<file path="src/rtl/vector_load_unit.sv">
// ----------------------------------------------------------------------------
// vector_load_unit
//
// Purpose:
// - Strided gather of four 32-bit elements into one vector register.
// - Lane i is read from base_addr + i*stride, one request at a time.
// - The assembled vector is committed through the register file write port
//   in a single cycle.
//
// Ports:
// - clk, rst         : clock, asynchronous active-high reset.
// - start, base_addr,
//   stride, dest     : load command. It is sampled only while idle.
// - lane_mask        : lanes to skip (bit = 1 means skip). This port exists
//                      only when VLOAD_LANE_MASK_EN is defined.
// - busy             : high in every state except IDLE.
// - done             : one-cycle pulse, coincident with vwren.
// - err              : one-cycle pulse after a command with dest >= NUM_VREGS.
// - mem_req/mem_addr : read request. It is held until mem_gnt.
// - mem_gnt          : request accepted.
// - mem_rvalid,
//   mem_rdata        : read response.
// - vwren, vwraddr,
//   vwrdata          : register file write port. vwrdata always shows the
//                      collect buffer.
//
// Configuration:
// - Define VLOAD_LANE_MASK_EN to add the per-lane skip mask.
// ----------------------------------------------------------------------------
module vector_load_unit #(
  parameter int ADDR_W    = 32,
  parameter int NUM_VREGS = 9
) (
  input  logic              clk,
  input  logic              rst,
  input  logic              start,
  input  logic [ADDR_W-1:0] base_addr,
  input  logic [ADDR_W-1:0] stride,
  input  logic [3:0]        dest,
`ifdef VLOAD_LANE_MASK_EN
  input  logic [3:0]        lane_mask,
`endif
  output logic              busy,
  output logic              done,
  output logic              err,
  output logic              mem_req,
  output logic [ADDR_W-1:0] mem_addr,
  input  logic              mem_gnt,
  input  logic              mem_rvalid,
  input  logic [31:0]       mem_rdata,
  output logic              vwren,
  output logic [3:0]        vwraddr,
  output logic [31:0]       vwrdata [3:0]
);

  typedef enum logic [1:0] {S_IDLE, S_ISSUE, S_WAIT, S_COMMIT} state_e;

  state_e            state_q, state_d;
  logic [1:0]        lane_q, lane_d;
  logic [ADDR_W-1:0] base_q, base_d;
  logic [ADDR_W-1:0] stride_q, stride_d;
  logic [3:0]        dest_q, dest_d;
  logic [3:0]        mask_q, mask_d;
  logic [31:0]       buffer_q [3:0];
  logic [31:0]       buffer_d [3:0];
  logic              busy_q, busy_d;
  logic              done_q, done_d;
  logic              err_q, err_d;
  logic              mem_req_q, mem_req_d;
  logic [ADDR_W-1:0] mem_addr_q, mem_addr_d;
  logic              vwren_q, vwren_d;

  logic [3:0]        mask_in;
  logic              advance;
  logic [2:0]        nxt_lane;
  logic [ADDR_W-1:0] addr_base;
  logic [ADDR_W-1:0] addr_stride;

`ifdef VLOAD_LANE_MASK_EN
  assign mask_in = lane_mask;
`else
  assign mask_in = 4'h0;
`endif

  // Lowest unmasked lane at index >= from.
  // Returns 4 when no such lane exists, which means "go to COMMIT".
  function automatic logic [2:0] first_lane(input logic [3:0] mask, input logic [2:0] from);
    first_lane = 3'd4;
    for (int i = 3; i >= 0; i--) begin
      if (i >= int'(from) && !mask[i]) first_lane = 3'(i);
    end
  endfunction

  always_comb begin
    // NOTE: every signal gets a default first, so no path leaves it unassigned (no latches).
    state_d     = state_q;
    lane_d      = lane_q;
    base_d      = base_q;
    stride_d    = stride_q;
    dest_d      = dest_q;
    mask_d      = mask_q;
    buffer_d    = buffer_q;
    mem_req_d   = mem_req_q;
    mem_addr_d  = mem_addr_q;
    done_d      = 1'b0;
    err_d       = 1'b0;
    vwren_d     = 1'b0;
    advance     = 1'b0;
    nxt_lane    = 3'd4;
    addr_base   = base_q;
    addr_stride = stride_q;

    unique case (state_q)
      S_IDLE: begin
        if (start) begin
          if (int'(dest) < NUM_VREGS) begin
            base_d      = base_addr;
            stride_d    = stride;
            dest_d      = dest;
            mask_d      = mask_in;
            buffer_d    = '{default: '0};
            addr_base   = base_addr;
            addr_stride = stride;
            nxt_lane    = first_lane(mask_in, 3'd0);
            advance     = 1'b1;
          end else begin
            err_d = 1'b1;
          end
        end
      end
      S_ISSUE: begin
        if (mem_gnt) begin
          state_d   = S_WAIT;
          mem_req_d = 1'b0;
        end
      end
      S_WAIT: begin
        if (mem_rvalid) begin
          buffer_d[lane_q] = mem_rdata;
          nxt_lane         = first_lane(mask_q, {1'b0, lane_q} + 3'd1);
          advance          = 1'b1;
        end
      end
      S_COMMIT: begin
        state_d = S_IDLE;
        lane_d  = 2'd0;
      end
      default: state_d = S_IDLE;
    endcase

    // Shared step to the next lane.
    // It is used both when a command is accepted and after each response.
    if (advance) begin
      if (nxt_lane[2]) begin
        state_d = S_COMMIT;
        vwren_d = 1'b1;
        done_d  = 1'b1;
      end else begin
        state_d    = S_ISSUE;
        lane_d     = nxt_lane[1:0];
        mem_req_d  = 1'b1;
        // Modular arithmetic, so address wrap and negative strides come for free.
        mem_addr_d = addr_base + addr_stride * ADDR_W'(nxt_lane[1:0]);
      end
    end

    busy_d = (state_d != S_IDLE);
  end

  always_ff @(posedge clk or posedge rst) begin
    if (rst) begin
      state_q    <= S_IDLE;
      lane_q     <= 2'd0;
      base_q     <= '0;
      stride_q   <= '0;
      dest_q     <= '0;
      mask_q     <= '0;
      // NOTE: the buffer is reset even though it is storage, because vwrdata exposes it and must read zero after reset.
      buffer_q   <= '{default: '0};
      busy_q     <= 1'b0;
      done_q     <= 1'b0;
      err_q      <= 1'b0;
      mem_req_q  <= 1'b0;
      mem_addr_q <= '0;
      vwren_q    <= 1'b0;
    end else begin
      // NOTE: non-blocking assignments only, so every flop samples pre-edge values.
      state_q    <= state_d;
      lane_q     <= lane_d;
      base_q     <= base_d;
      stride_q   <= stride_d;
      dest_q     <= dest_d;
      mask_q     <= mask_d;
      buffer_q   <= buffer_d;
      busy_q     <= busy_d;
      done_q     <= done_d;
      err_q      <= err_d;
      mem_req_q  <= mem_req_d;
      mem_addr_q <= mem_addr_d;
      vwren_q    <= vwren_d;
    end
  end

  assign busy     = busy_q;
  assign done     = done_q;
  assign err      = err_q;
  assign mem_req  = mem_req_q;
  assign mem_addr = mem_addr_q;
  assign vwren    = vwren_q;
  assign vwraddr  = dest_q;
  assign vwrdata  = buffer_q;

endmodule

</file>
<file path="config.mk">
export PLATFORM = sky130hd
export DESIGN_NAME = vector_load_unit
export DESIGN_NICKNAME = d
export VERILOG_FILES = /design/src/rtl/vector_load_unit.sv
export SDC_FILE = /design/constraint.sdc
export NUM_CORES = 1
export LEC_CHECK = 0
export CAP_MARGIN = 20
export CORE_ASPECT_RATIO = 1.2
export CORE_MARGIN = 1.5
export CORE_UTILIZATION = 54
export CTS_CLUSTER_SIZE = 28
export DETAILED_ROUTE_END_ITERATION = 10
export GPL_TIMING_DRIVEN = 0
export HOLD_SLACK_MARGIN = 0.08
export PLACE_DENSITY_LB_ADDON = 0.05
export RECOVER_POWER = 25
export SLEW_MARGIN = 0
export SYNTH_ARGS = -nofsm -noshare
export SYNTH_HDL_FRONTEND = slang
export SYNTH_SLANG_ARGS = --single-unit
</file>
<file path="constraint.sdc">
create_clock -name clk -period 15.3 [get_ports clk]
set_input_delay 3.06 -clock clk [delete_from_list [all_inputs] [get_ports clk]]
set_output_delay 3.06 -clock clk [all_outputs]
set_load 0.05 [all_outputs]
</file>
# After elaboration in Yosys (flattened, before gate mapping)
# Cells that the tools add are included.
# word_totals
regBits	236
latch_bits	0
ram_bits	0
mem_bits_ro	0
in_bits	105
output_inout_bits	169
elab_cells	79
memories	0
# op_classes
n_addsub	2
n_mul	1
div	0
magnitude_cmp	7
n_eq_ne	6
n_shift	0
mux	41
bitwise_logic	1
n_reduce_logical	7
# ops
operator	count
$mux W128	3
$pmux W128 S2	1
$mux W32	7
$bwmux W128	1
$demux W32 S2	1
$add A32 B32 Y32	1
$mul A32 B2 Y32	1
$mux W3	7
$mux W1	12
$mux W2	6
$ge A1 B3 Y1 const A	2
$ge A2 B3 Y1 const A	2
$ne A2 B2 Y1 const B	3
$pmux W3 S2	1
$eq A2 B2 Y1 const B	2
$lt A4 B4 Y1 const B	1
$pmux W2 S2	1
$reduce_and A4 Y1	1
$reduce_bool A2 Y1	2
$add A2 B1 Y3 const B	1
$lt A2 B3 Y1 const B	1
$reduce_and A3 Y1	1
$eq A2 B1 Y1 const B	1
$ge A2 B1 Y1 const B	1
5 further kinds	5

# Longest topological paths before layout
# logic_depth
word_depth	11
mapped_depth	17
mapped_depth_nobuf	14

# Least setup slack after synthesis
# Ideal clock, no wire load.
# synth_path
kind	input port to flip-flop
from	input port dest[2]
to	register mem_addr_q[25] (netlist: mem_addr[25])
setup_time_ps	71
arrival_ps	6601
t_required_ps	15229
path_slack_ps	8629
cell_stages	14
n_path_buf	1
path_cell_list	o31ai_4 nand3_4 buf_1 mux2_2 fa_1 ha_1 fa_1 a21o_1 a221oi_4 nand4b_4 nand2_2 o211a_1 or3_1 nand4_1
# synth_between
elab_cells_between_ends	17
cone_classes	add/sub (1); mul (1); order compare (1); mux (12); bitwise (1); reduce/logical (1)
# synth_rtl
item	line	rtl
start, declared	39	input logic [3:0] dest,
$lt A4 B4 Y1	116	if (int'(dest) < NUM_VREGS) begin
$mux W32 (2 in a row)	-	
$mux W32	113	unique case (state_q)
via addr_base[1]	76	logic [ADDR_W-1:0] addr_base;
$add A32 B32 Y32	163	mem_addr_d = addr_base + addr_stride * ADDR_W'(nxt_lane[1:0]);
end signal, assigned	199	mem_addr_q <= mem_addr_d;
end, declared	70	logic [ADDR_W-1:0] mem_addr_q, mem_addr_d;
# The timed path passes the listed nets, and every way through them passes these cells.
# A chain may end at the register's enable or synchronous reset.

# Worst setup path in the final report
# layout_path
from	input port dest[0]
to	register mem_addr_q[27] (netlist: mem_addr[27])
# layout_between
elab_chain_len	6
elab_cells_between_ends	17
cone_classes	add/sub (1); mul (1); order compare (1); mux (12); bitwise (1); reduce/logical (1)
# layout_lines
item	line
$lt A4 B4 Y1 (*)	116
$mux W32 or $mux W3 (tied branches)	116
$mux W32 or $mux W3 (tied branches)	-
$mux W32 or $pmux W3 S2 (tied branches)	113
$mul A32 B2 Y32 or $not A1 Y1 (tied branches)	-
$add A32 B32 Y32 or $reduce_and A2 Y1 (tied branches)	-
# Every way passes the cells marked *; elsewhere a longest branch is shown, timed or not.

==> impl_summary.md <==
Run status
The run finished, with violations left. The final reports fail on capacitance limit, slew limit.

Worst setup path
The number of buffer and inverter instances along the worst setup path is 5. The worst setup path is launched from an input port. The critical path in this run is classified as input port to register. The nature of the critical path endpoint is a register. The standard cell with the maximum stage delay on the critical path is sky130_fd_sc_hd__fa_1.

The required time at the worst-slack endpoint is between 15 and 20 ns. Data on the critical path arrives at its endpoint at 8.23 ns. The critical path's top delay family is buffers and inverters. In this design, the stage delay of the slowest critical-path cell is 0.55 ns. The most numerous cell type found on the critical path is sky130_fd_sc_hd__o21ai_0.

Traced cell by cell, the critical path runs through clkdlybuf4s50_1 -> o31ai_1 -> nand3_1 -> buf_1 -> buf_2 -> mux2i_1 -> fa_1 -> inv_1 -> ha_1 -> clkbuf_1 -> nand2_1 -> o21ai_0 -> nor2_1 -> a31oi_1 -> a221oi_1 -> xor2_1 -> o21ai_0. The largest fanout on the critical path is 10.

STA
The worst max-slew margin expressed relative to the limit is -270%. Setup repair after global routing left no endpoint under its margin. Setup violations remaining at the end of the flow were counted as 0. The final critical-path share of the clock period is approximately 51%. The clock period minus final worst setup slack is 7.79 ns. The total count of hold-check failures in the final report is 0. The number of slew-limit violations in the final report is 128. The maximum clock frequency is 128 MHz. The measured slew at the worst slew-check pin is approximately 5.5 ns.

Summed over all failing endpoints, the final setup total negative slack is 0 ns. The setup skew after layout is around 0.021 ns.

Logic synthesis
For this run, the number of Yosys warnings is 0. The most frequently used cell type in the post-synthesis netlist is sky130_fd_sc_hd__dfrtp_1. Each instance of the synthesized netlist takes up on average approximately 11 um2. The largest total area in the synthesized netlist belongs to sky130_fd_sc_hd__dfrtp_1. The top cell type by area accounts for 51.4% of the synthesized area.

The synthesized design contains 236 register bits. In the post-synthesis netlist, the biggest area contributors are sky130_fd_sc_hd__dfrtp_1 (51%), sky130_fd_sc_hd__a22o_1 (9.8%), sky130_fd_sc_hd__fa_1 (5.4%). The number of distinct library cells after synthesis is 55.

The commonest cells after synthesis are sky130_fd_sc_hd__dfrtp_1 (236), sky130_fd_sc_hd__a22o_1 (128), sky130_fd_sc_hd__nand2_1 (123), sky130_fd_sc_hd__inv_1 (94), sky130_fd_sc_hd__clkbuf_1 (52). The number of nets in the synthesized netlist is 1,194. The number of cells produced by synthesis is 1,023. For this run, the leading register cell type out of synthesis is sky130_fd_sc_hd__dfrtp_1.

The synthesized area is 11,500 um2. The part of the Yosys area used for sequential elements is 51.4%. The number of flops mapped to enable cells by yosys is 0. The async set-reset flop share out of synthesis is 100%.

Drt
The detailed-routing iteration count for the pre-antenna-repair pass is 5. The total number of vias is 9,098. The number of routed nets with antenna violations is 0. In the routed layout, each cell is associated on average with a via count of around 5.6. The DRC violation count after routing is 0. After the first detailed-routing iteration, the DRC count stood at slightly below 500. The final layout contains routed wiring with a total length of 31.8 mm.

Dividing the detail-routed wire length by the instance count gives 19.7 um.

Clock tree
CTS placed an instance of sky130_fd_sc_hd__clkbuf_16 at the clock tree root. Post-CTS timing repair inserted 0 buffers for setup. The clock insertion delay at the later pin of the skew report is around 0.53 ns. TritonCTS built the clock tree.

The number of hold buffers added after CTS is 0. Counting the buffers created by CTS gives 25. The CTS sink count is 236. The clock passes through at most 3 buffers. The maximum level of the CTS H-tree is 1. Clock-pin slew was measured on the worst setup and hold paths at about 0.060 ns. The post-cts sizing count is 0.

Placed design
The half-perimeter wire length after placement is 23.1 mm. The count of buffers added on input and output ports is roughly 270. At the end of routability-driven placement, the weighted congestion stood at slightly below 1.

Power and ir drop
For this design the ratio of total power to cell area is between 200 and 250 nW/um2. Across the VDD grid, the largest voltage drop is 0.000137 V. The overall power after layout is 3.21 mW. In this run the static leakage power is 7.33 nW.

Cells and area
The utilization of the core after routing is 73.7%. The synthesis-to-finish area growth is 34.1%. At the end of the flow, the number of nets in the layout was 1,495. The fraction of final layout cells sized beyond drive strength 1 is 7.22%. The filler cells instantiated in the layout total 1,529.

Global routing
The highest-utilization routing layer at the global route stage is met2. In the global route stage, met3 resource usage came out at approximately 5%. The via count of the first global-routing pass was 9,183. The global routing met1 resource utilization is 37.2%.

Global routing finished with a remaining overflow of 0. The initial antenna violation count is 4. The all-layer global routing usage is 29.0%.

In the global route stage, met2 resource usage came out at slightly below 50%. The first global-routing pass estimated 50.1 mm of wire. The largest net degree at the start of global routing is 128.

Floorplanning
274 I/O pins were placed. The die height is 163 um. The standard-cell row count is 58. The area of the core is 20,900 um2. For this configuration, the core starts out at a cell density of 55.0%. The die area is 22,200 um2. The floorplan die width is around 140 um.

Job
Max-cap violations in this run came to 1.

Hold path
The path class of the tightest hold or removal check is register to register.
==> registers in the layout, summed over array words and instances (netlist names) <==
| name | count |
|---|---|
| base_q | 32 |
| busy | 1 |
| err | 1 |
| lane_q | 2 |
| mem_addr | 32 |
| mem_req | 1 |
| state_q | 2 |
| stride_q | 32 |
| vwraddr | 4 |
| vwrdata | 128 |
| vwren | 1 |
==> layer usage <==
layer / wire length (um) / share of wire, %
met2: 15900 / 50
met4: 1040 / 3.3
met1: 12700 / 40
met5: 14 / 0.044
met3: 2260 / 7.1
==> per-stage QoR <==
| stage | worst slack, ns | instance area (um2) | hold WS (ns) | std cells |
|---|---|---|---|---|
| after floorplan | 5.77 | 11500 | 0.471 | 1023 |
| final | 7.51 | 15400 | 0.483 | 1616 |
| after CTS | 7.84 | 15400 | 0.486 | 1613 |
| after detailed placement | 7.33 | 14600 | 0.475 | 1567 |
| after global routing | 7.13 | 15400 | 0.492 | 1616 |
| after global placement | 2.95 | 14600 | 0.464 | 1566 |
==> where the power goes <==
| part | switching, mW | internal [mW] |
|---|---|---|
| Combinational | 1.07 | 0.572 |
| Clock | 0.257 | 0.359 |
| Sequential | 0.111 | 0.840 |
| Total | 1.44 | 1.77 |
==> cells in the final DEF, fill, tap and decap left out, types with 3 or more instances in the layout <==
master,synthesis,layout
sky130_fd_sc_hd__a21o_1,15,15
sky130_fd_sc_hd__a21oi_1,37,37
sky130_fd_sc_hd__a22o_1,128,128
sky130_fd_sc_hd__a31oi_1,6,6
sky130_fd_sc_hd__and2_1,6,6
sky130_fd_sc_hd__and3_1,8,8
sky130_fd_sc_hd__buf_1,4,4
sky130_fd_sc_hd__buf_2,4,4
sky130_fd_sc_hd__clkbuf_1,52,54
sky130_fd_sc_hd__clkbuf_16,0,25
sky130_fd_sc_hd__clkbuf_8,0,5
sky130_fd_sc_hd__clkdlybuf4s50_1,0,271
sky130_fd_sc_hd__clkinv_2,0,7
sky130_fd_sc_hd__clkinvlp_4,0,3
sky130_fd_sc_hd__dfrtp_1,236,236
sky130_fd_sc_hd__diode_2,0,3
sky130_fd_sc_hd__fa_1,31,31
sky130_fd_sc_hd__ha_1,35,35
sky130_fd_sc_hd__inv_1,94,93
sky130_fd_sc_hd__mux2_1,0,3
sky130_fd_sc_hd__mux2_2,39,36
sky130_fd_sc_hd__mux2i_1,31,31
sky130_fd_sc_hd__nand2_1,123,123
sky130_fd_sc_hd__nand2b_1,4,4
sky130_fd_sc_hd__nand3_1,7,8
sky130_fd_sc_hd__nand3b_1,5,5
sky130_fd_sc_hd__nand4_1,9,9
sky130_fd_sc_hd__nor2_1,17,17
sky130_fd_sc_hd__nor2b_1,3,3
sky130_fd_sc_hd__nor3_1,7,7
sky130_fd_sc_hd__o211ai_1,5,5
sky130_fd_sc_hd__o21a_1,5,5
sky130_fd_sc_hd__o21ai_0,44,44
sky130_fd_sc_hd__o21ai_1,7,7
sky130_fd_sc_hd__o21bai_1,4,4
sky130_fd_sc_hd__o31ai_1,5,6
sky130_fd_sc_hd__xnor2_1,16,16
sky130_fd_sc_hd__xor2_1,8,8
==> layout make-up <==
type / instances / area [um2] / area share [%]
antenna: 3 / 7.51 / 0.0487
timing repair buffer: 274 / 2760 / 17.9
inverter: 94 / 354 / 2.30
tap: 270 / 338 / 2.19
clock inverter: 14 / 135 / 0.877
sequential: 236 / 5910 / 38.3
clock buffer: 32 / 702 / 4.56
multi-input combinational: 632 / 4960 / 32.2
buffer: 61 / 238 / 1.54
==> worst register-to-register path, stage by stage (launching register included) <==
cell and delay (ns):
sky130_fd_sc_hd__dfrtp_1 0.45, sky130_fd_sc_hd__nor2b_1 0.38, sky130_fd_sc_hd__and3_1 0.29, sky130_fd_sc_hd__clkbuf_1 0.48
sky130_fd_sc_hd__clkbuf_1 0.47, sky130_fd_sc_hd__nand2_1 0.15, sky130_fd_sc_hd__fa_1 0.52, sky130_fd_sc_hd__inv_1 0.04
sky130_fd_sc_hd__ha_1 0.27, sky130_fd_sc_hd__clkbuf_1 0.31, sky130_fd_sc_hd__nand2_1 0.18, sky130_fd_sc_hd__o21ai_0 0.37
sky130_fd_sc_hd__nor2_1 0.15, sky130_fd_sc_hd__a31oi_1 0.40, sky130_fd_sc_hd__a221oi_1 0.17, sky130_fd_sc_hd__xor2_1 0.17
sky130_fd_sc_hd__o21ai_0 0.16
==> path summary, 6_finish.rpt <==
path                         startpoint      endpoint  slack, ns  depth (start not counted)
setup reg to reg             state_q[1]  mem_addr[27]      10.28                         16
hold / removal             mem_addr[13]  mem_addr[13]       0.48                          2
hold reg to reg            mem_addr[13]  mem_addr[13]       0.48                          2
setup / recovery                dest[0]  mem_addr[27]       7.51                         17
max in group asynchronous           rst   vwrdata[46]       8.12                          2
min in group asynchronous           rst   stride_q[5]       4.74                          2
==> logic make-up after synthesis <==
logic type / share of synthesized area (%)
xor gates and xnor gates: 2.03
muxes: 6.53
AOI/OAI and AO/OA: 17.5
and+or+nand+nor: 8.14
buffers and inverters: 5.14
DFF: 51.4
adders and majority gates: 9.22
Note: power is estimated with default switching activity, not from simulation.
